<file path="src/rtl/mio_bus_responder.sv">
`default_nettype none
// ============================================================================
// Module      : mio_bus_responder
// Description : Target side of the CPU_MIO/MIO_ready handshake. Decodes one
//               request at a time to block RAM, GPIO or a free-running counter.
// Revision    : 1.0 - initial release
// ============================================================================
module mio_bus_responder #(
    parameter int RAM_LAT = 2,
    parameter int RAM_AW  = 10
) (
    input  logic              clk,
    input  logic              rst,
    input  logic              CPU_MIO,
    input  logic              mem_w,
    input  logic [31:0]       addr,
    input  logic [31:0]       Data_out,
    output logic [31:0]       Data_in,
    output logic              MIO_ready,
    output logic              bus_err,
    output logic [RAM_AW-1:0] ram_addr,
    output logic              ram_we,
    output logic [31:0]       ram_din,
    input  logic [31:0]       ram_dout,
    input  logic [15:0]       sw,
    output logic [31:0]       led
);

    typedef enum logic [1:0] {
        ST_IDLE = 2'd0,
        ST_WAIT = 2'd1,
        ST_DONE = 2'd2
    } state_t;

    localparam logic [1:0] c_REG_RAM  = 2'd0;
    localparam logic [1:0] c_REG_GPIO = 2'd1;
    localparam logic [1:0] c_REG_CNT  = 2'd2;
    localparam logic [1:0] c_REG_NONE = 2'd3;

    localparam logic [29:0] c_GPIO_WADDR = 30'h3800_0000; // 0xE000_0000 >> 2
    localparam logic [29:0] c_CNT_WADDR  = 30'h3C00_0000; // 0xF000_0000 >> 2
    localparam logic [3:0]  c_WAIT_INIT  = 4'(RAM_LAT - 1);

    state_t            state_q, state_d;
    logic [3:0]        cnt_q, cnt_d;
    logic [1:0]        region_q, region_d;
    logic              we_q, we_d;
    logic [RAM_AW-1:0] ram_addr_q, ram_addr_d;
    logic [31:0]       ram_din_q, ram_din_d;
    logic [31:0]       data_in_q, data_in_d;
    logic [31:0]       led_q, led_d;
    logic [31:0]       count_q, count_d;

    logic [1:0]        w_region;
    logic              unused_addr_lsbs;

    // Byte offset within a word carries no meaning on this word-only bus.
    assign unused_addr_lsbs = &{1'b0, addr[1:0]};

    always_comb begin
        w_region = c_REG_NONE;
        if (addr[31:RAM_AW+2] == '0) begin
            w_region = c_REG_RAM;
        end else if (addr[31:2] == c_GPIO_WADDR) begin
            w_region = c_REG_GPIO;
        end else if (addr[31:2] == c_CNT_WADDR) begin
            w_region = c_REG_CNT;
        end
    end

    always_comb begin
        state_d    = state_q;
        cnt_d      = cnt_q;
        region_d   = region_q;
        we_d       = we_q;
        ram_addr_d = ram_addr_q;
        ram_din_d  = ram_din_q;
        data_in_d  = data_in_q;
        led_d      = led_q;
        count_d    = count_q + 32'd1;

        case (state_q)
            ST_IDLE: begin
                if (CPU_MIO) begin
                    we_d     = mem_w;
                    region_d = w_region;
                    if (w_region == c_REG_RAM) begin
                        ram_addr_d = addr[RAM_AW+1:2];
                        ram_din_d  = Data_out;
                        cnt_d      = c_WAIT_INIT;
                        state_d    = ST_WAIT;
                    end else begin
                        // Peripheral side effects land on the accepting edge.
                        data_in_d = 32'h0;
                        state_d   = ST_DONE;
                        if (w_region == c_REG_GPIO) begin
                            if (mem_w) begin
                                led_d = Data_out;
                            end else begin
                                data_in_d = {16'h0, sw};
                            end
                        end else if (w_region == c_REG_CNT) begin
                            if (mem_w) begin
                                count_d = Data_out;
                            end else begin
                                data_in_d = count_q;
                            end
                        end
                    end
                end
            end
            ST_WAIT: begin
                if (cnt_q != 4'd0) begin
                    cnt_d = cnt_q - 4'd1;
                end else begin
                    data_in_d = we_q ? 32'h0 : ram_dout;
                    state_d   = ST_DONE;
                end
            end
            ST_DONE: begin
                state_d = ST_IDLE;
            end
            default: begin
                state_d = ST_IDLE;
            end
        endcase
    end

    always_ff @(posedge clk) begin
        if (rst) begin
            state_q    <= ST_IDLE;
            cnt_q      <= 4'd0;
            region_q   <= c_REG_RAM;
            we_q       <= 1'b0;
            ram_addr_q <= '0;
            ram_din_q  <= 32'h0;
            data_in_q  <= 32'h0;
            led_q      <= 32'h0;
            count_q    <= 32'h0;
        end else begin
            state_q    <= state_d;
            cnt_q      <= cnt_d;
            region_q   <= region_d;
            we_q       <= we_d;
            ram_addr_q <= ram_addr_d;
            ram_din_q  <= ram_din_d;
            data_in_q  <= data_in_d;
            led_q      <= led_d;
            count_q    <= count_d;
        end
    end

    // Gating with rst kills a strobe or completion in the cycle a reset aborts it.
    assign MIO_ready = (state_q == ST_DONE) && !rst;
    assign bus_err   = MIO_ready && (region_q == c_REG_NONE);
    assign ram_we    = (state_q == ST_WAIT) && (cnt_q == 4'd0) && we_q && !rst;
    assign ram_addr  = ram_addr_q;
    assign ram_din   = ram_din_q;
    assign Data_in   = data_in_q;
    assign led       = led_q;

endmodule
`default_nettype wire

</file>
<file path="config.mk">
export PLATFORM = sky130hd
export DESIGN_NAME = mio_bus_responder
export DESIGN_NICKNAME = d
export VERILOG_FILES = /design/src/rtl/mio_bus_responder.sv
export SDC_FILE = /design/constraint.sdc
export NUM_CORES = 1
export LEC_CHECK = 0
export CAP_MARGIN = 15
export CORE_MARGIN = 2
export CORE_UTILIZATION = 30
export CTS_CLUSTER_SIZE = 8
export DETAILED_ROUTE_END_ITERATION = 8
export HOLD_SLACK_MARGIN = 0.05
export PLACE_DENSITY = 0.62
export SLEW_MARGIN = 30
export SYNTH_ARGS = -nofsm -noshare
export SYNTH_HDL_FRONTEND = slang
export SYNTH_SLANG_ARGS = --single-unit
</file>
<file path="constraint.sdc">
create_clock -name clk -period 2 [get_ports clk]
set_input_delay 0.4 -clock clk [delete_from_list [all_inputs] [get_ports clk]]
set_output_delay 0.4 -clock clk [all_outputs]
set_load 0.1 [all_outputs]
</file>
== After elaboration in Yosys (flattened, before gate mapping) ==
Index checks and enable logic that the tools add are counted.
Widths: inputs -> output; s select.

* Equal/unequal tests: 12
* Bitwise logic cells: 1
* $add $sub $neg: 2
* Multiplexer cells: 26
* Reductions and logical operators: 18

{| class="wikitable"
|+ Operators by type and width
! operator !! number
|-
| $mux 32 || 13
|-
| $pmux 32 s2 || 1
|-
| $eq 30x30->1 const B || 2
|-
| $add 32x1->32 const B || 1
|-
| $logic_not 20->1 || 1
|-
| $mux 16 || 1
|-
| $mux 4 || 3
|-
| $mux 2 || 5
|-
| $ne 2x2->1 const B || 5
|-
| $pmux 4 s2 || 1
|-
| $reduce_and 4->1 || 2
|-
| $eq 2x2->1 const B || 3
|-
| $logic_and 1x1->1 || 5
|-
| $reduce_and 5->1 || 1
|-
| $eq 2x1->1 const B || 2
|-
| $logic_not 2->1 || 2
|-
| $logic_not 4->1 || 1
|-
| $pmux 2 s2 || 1
|-
| $reduce_and 2->1 || 2
|-
| $reduce_bool 4->1 || 1
|-
| $sub 4x1->4 const B || 1
|-
| $reduce_and 3->1 || 1
|-
| $reduce_bool 2->1 || 1
|-
| $logic_not 1->1 || 1
|-
| other kinds (2) || 2
|}

* Input port bits: 116
* Bits in registers: 147
* Logic and storage cells: 68

== Longest topological paths before layout ==
* Depth in word-level cells: 10
* Gate-level depth with buffers: 9
* Depth with buffers taken out: 7

== Worst setup path after synthesis ==
Ideal clock, no wire load.

* Path type: register -> output
* Start: register cnt_q[0]
* End: output ram_we
* Arrival time: 4.128 ns
* Setup slack: -2.528 ns
* Cell stages (with the launch flop): 5
* Data required time: 1.600 ns
* Buffers on the path: 0
* Path through: dfxtp_1 -> inv_1 -> ha_1 -> or3b_2 -> nor4b_1

* Word-level cells in the longest chain between the ends: 4

{| class="wikitable"
|+ RTL lines
! what !! RTL line !! text
|-
| from (decl) || 45 || <nowiki>logic [3:0] cnt_q, cnt_d;</nowiki>
|-
| from (signal assigned) || 142 || <nowiki>cnt_q <= cnt_d;</nowiki>
|-
| $logic_not 4->1 || 156 || <nowiki>assign ram_we = (state_q == ST_WAIT) && (cnt_q == 4'd0) && we_q && !rst;</nowiki>
|-
| $logic_and 1x1->1 (3 in a row) || 156 ||
|-
| to (decl) || 22 || <nowiki>output logic ram_we,</nowiki>
|}

Every way passes these cells.

== Worst setup path after layout ==
Ends and elaborated chain as after synthesis.

==> flow_summary.yaml <==
synth:
  yosysMostFrequentCell: "nand2_1"
  ys_warn_count: 0
  ys_ff_latch: 147
  synth-main-ff-cell: "dfxtp_1"
  netlist-cell-type-count: 41
  synth_nets: 894
  seq_area_frac_synth_pct: 45.0
  synthArstFlopShare_pct: 0
  yosys-top-cells-area: "dfxtp_1, nand2_1, a211oi_2"
  synth_top_area_cell: "dfxtp_1"
  synth-edff-count: 0
  yosysTopAreaCellShare_pct: 45.0
  synth_common_cells: "nand2_1, dfxtp_1, nor2_1"
  synth_area_sq_um: 6540
  syn_inst: 775
  syn-mean-instance-area_sq_um: 8.43
critical_path:
  reg2reg_slack_ns: -0.14
  path_class: "reg2out"
  crit_path_max_fanout: 3
  critPathBufInv: 2
  required_ns: 1.60
  reg2reg_to: "Data_in[25]"
  worstSetupStartpoint: "cnt_q[0]"
  slowest_delay_ns: 0.39
  worstRegToRegCells: 10
  critical_path.top_delay_family: "simple AND/OR/NAND/NOR gates"
  crit_chain: "inv_2 > ha_4 > or3b_4 > nor4b_4 > buf_12"
  endpoint_kind: "primary output"
  arrival_ns: 1.92
  worst_setup_path_start_kind: "register"
  slowest_stage: "or3b_4"
  r2r-start: "cnt_q[0]"
timing:
  fmax_mhz: 432
  worstMarginPinSlew_ns: 0.702
  hold_violations: 0
  whs_ns: 0.236
  clock_skew_ns: 0.0131
  fin_crit_sh_pct: 116
  drv_slew: 0
  rsz0062_at_grt: "yes"
  max_slew_margin_pct: 53.2
  finalCriticalPeriod_ns: 2.32
  setup_viol: 34
  setup_ws_ns: -0.315
detailed_routing:
  post_drt_wl_per_cell_um: 16.8
  drc: 0
  drtIter0Drc: 366
  vias_per_cell: 4.84
  first_pass_iters: 4
  routed_wl_um: 22400
  vias: 6453
  antenna_left: 0
global_route:
  overflow: 0
  grt_antenna_before_repair: 0
  grt_pass1_vias: 5930
  grt_max_degree: 54
  grt_pass1_wl_um: 33000
  grt_usage_pct: 18.6
power:
  swShare_pct: 26.5
  p_comb_share_pct: 14.3
  leakage_uw: 0.00396
  power_switching_uw: 1880
  p_total_uw: 7090
  power_density_nw_per_um2: 670
  ir_drop_v: 0.000551
  clockPowerShare_pct: 43.2
  p_int_uw: 5210
  seqPwrFrac_pct: 42.5
clock_network:
  cts-root-buf: "clkbuf_16"
  cts_sinks: 147
  cts_buffer_depth: 2
  worstSkewPairLatency_ns: 0.42
  path_clk_slew_ns: 0.06
  cts_tree: "built"
  cts_buffers: 17
  htreeDepth: 4
  cts_hold_buffers: 0
hold_path:
  holdPathEnd: "ram_addr[1]"
  hold_depth: 3
  hold_path.class: "in2reg"
  min_from: "addr[3]"
placed_design:
  io_buffers: 222
  place_congestion: 0.811
  hpwl_um: 15400
floorplan:
  core_sq_um: 21200
  initial_core_util_pct: 30.8
  rows: 53
  dieArea_sq_um: 23000
  die_w_um: 152
  die_h_um: 152
  io_pins: 225
outcome:
  status: "finished, violations left"
  violations: "negative setup slack"
finish:
  finish.net_count: 1165
  synthToLayoutAreaGrowth_pct: 62.0
  drive_gt1_share_pct: 33.5
  diodes: 0
job:
  cap_viol_max_count: 0
what timing repair did:
item / CTS / global route
pin swaps: 21 / 46
cloned: 5 / 8
endpoints found under the setup margin: 129 / 124
buffers inserted: 7 / 10
gates resized for setup: 30 / 59
through the flow:
stage / area (sq um) / util, % / setup slack [ns] / cells / TNS [ns]
final: 10600 / 49.9 / -0.315 / 1333 / -3.20
after floorplan: 6870 / - / -0.391 / 775 / -2.28
after global placement: 9450 / 44.5 / -0.617 / 1273 / -72.47
after detailed placement: 9450 / 44.5 / -0.622 / 1273 / -74.38
after CTS: 10200 / 48.2 / -0.358 / 1316 / -0.358
after global routing: 10600 / 49.9 / -0.391 / 1333 / -5.48
layout make-up:
type                    count  area, sq um
clock buffers              22          484
repair buffers            306         2950
inverters                   6         22.5
flip-flops and latches    147         2950
multi-input cells         568         3760
clock inverters             9         78.8
fillers                  2004        10600
well taps                 275          344
flip-flops by register name (all words and copies together), names as in the netlist:
register	count
ram_addr	10
count_q	32
state_q	2
cnt_q	4
region_q	2
ram_din	32
led	32
Data_in	32
we_q	1
placed cells by master (no fill, tap or decap), types with 3 or more instances in the layout:
cell type / synthesis / routed
dlygate4sd2_1: 0 / 7
nand4_1: 13 / 13
clkdlybuf4s50_1: 0 / 84
nand2_1: 197 / 196
a211oi_2: 31 / 37
nor2_2: 0 / 4
clkinv_2: 0 / 5
nor4_4: 5 / 10
and3_1: 4 / 3
nor2_1: 85 / 51
buf_12: 0 / 13
inv_1: 6 / 4
clkbuf_16: 0 / 24
a31oi_1: 3 / 3
clkdlybuf4s15_1: 0 / 6
a21oi_1: 76 / 75
nor3_1: 7 / 6
or4_1: 4 / 3
nor2b_1: 4 / 4
xnor2_1: 8 / 8
buf_6: 3 / 8
nand3_1: 13 / 13
a22oi_1: 16 / 16
dlymetal6s2s_1: 0 / 7
dfxtp_1: 147 / 145
clkbuf_2: 0 / 8
a311oi_1: 16 / 14
buf_4: 2 / 160
clkbuf_8: 0 / 4
xor2_1: 21 / 21
mux2_2: 16 / 16
nor2_4: 0 / 30
a211oi_1: 19 / 13
buf_16: 0 / 4
worst max-delay path by stage:
stage | endpoint | slack (ns) | cells past startpoint
2_1_floorplan | ram_we | -0.39 | 4
6_report | ram_we | -0.32 | 5
3_5_place_dp | count_q[31] | -0.62 | 7
4_1_cts | ram_we | -0.36 | 5
5_1_grt | ram_we | -0.39 | 5
3_3_place_gp | count_q[17] | -0.62 | 7
per-layer routing:
layer / global-route usage [%] / wire, um / vias to the layer above
met5: 0 / 0 / -
met4: 5.05 / 252 / 0
met3: 5.27 / 1510 / 15
met2: 27.7 / 10100 / 191
met1: 26.3 / 10500 / 3019
li1: - / - / 3228
cell families (layout without fill, tap and decap cells):
group,after synthesis,count (layout),share of synthesized area [%]
AOI/OAI and AO/OA,166,166,18.7
xor gates and xnor gates,29,29,3.89
adders and majority gates,3,3,0.574
buffers and inverters,60,343,4.15
DFF,147,147,45.0
muxes,17,17,2.91
and+or+nand+nor,353,353,24.7
power by group through the flow:
| stage | sequential (uW) | clock [uW] | combinational, uW |
|---|---|---|---|
| after floorplan | 3380 | 0 | 199 |
| after global placement | 3080 | 0 | 936 |
| after detailed placement | 3080 | 0 | 933 |
| after CTS | 3010 | 3130 | 955 |
| after global routing | 3020 | 3250 | 1060 |
| final | 3010 | 3060 | 1010 |
tightest hold or removal path: stages:
cell and delay, ns:
clkbuf_2 0.10, nand2_1 0.06, a21oi_1 0.05
Note: power is estimated with default switching activity, not from simulation.
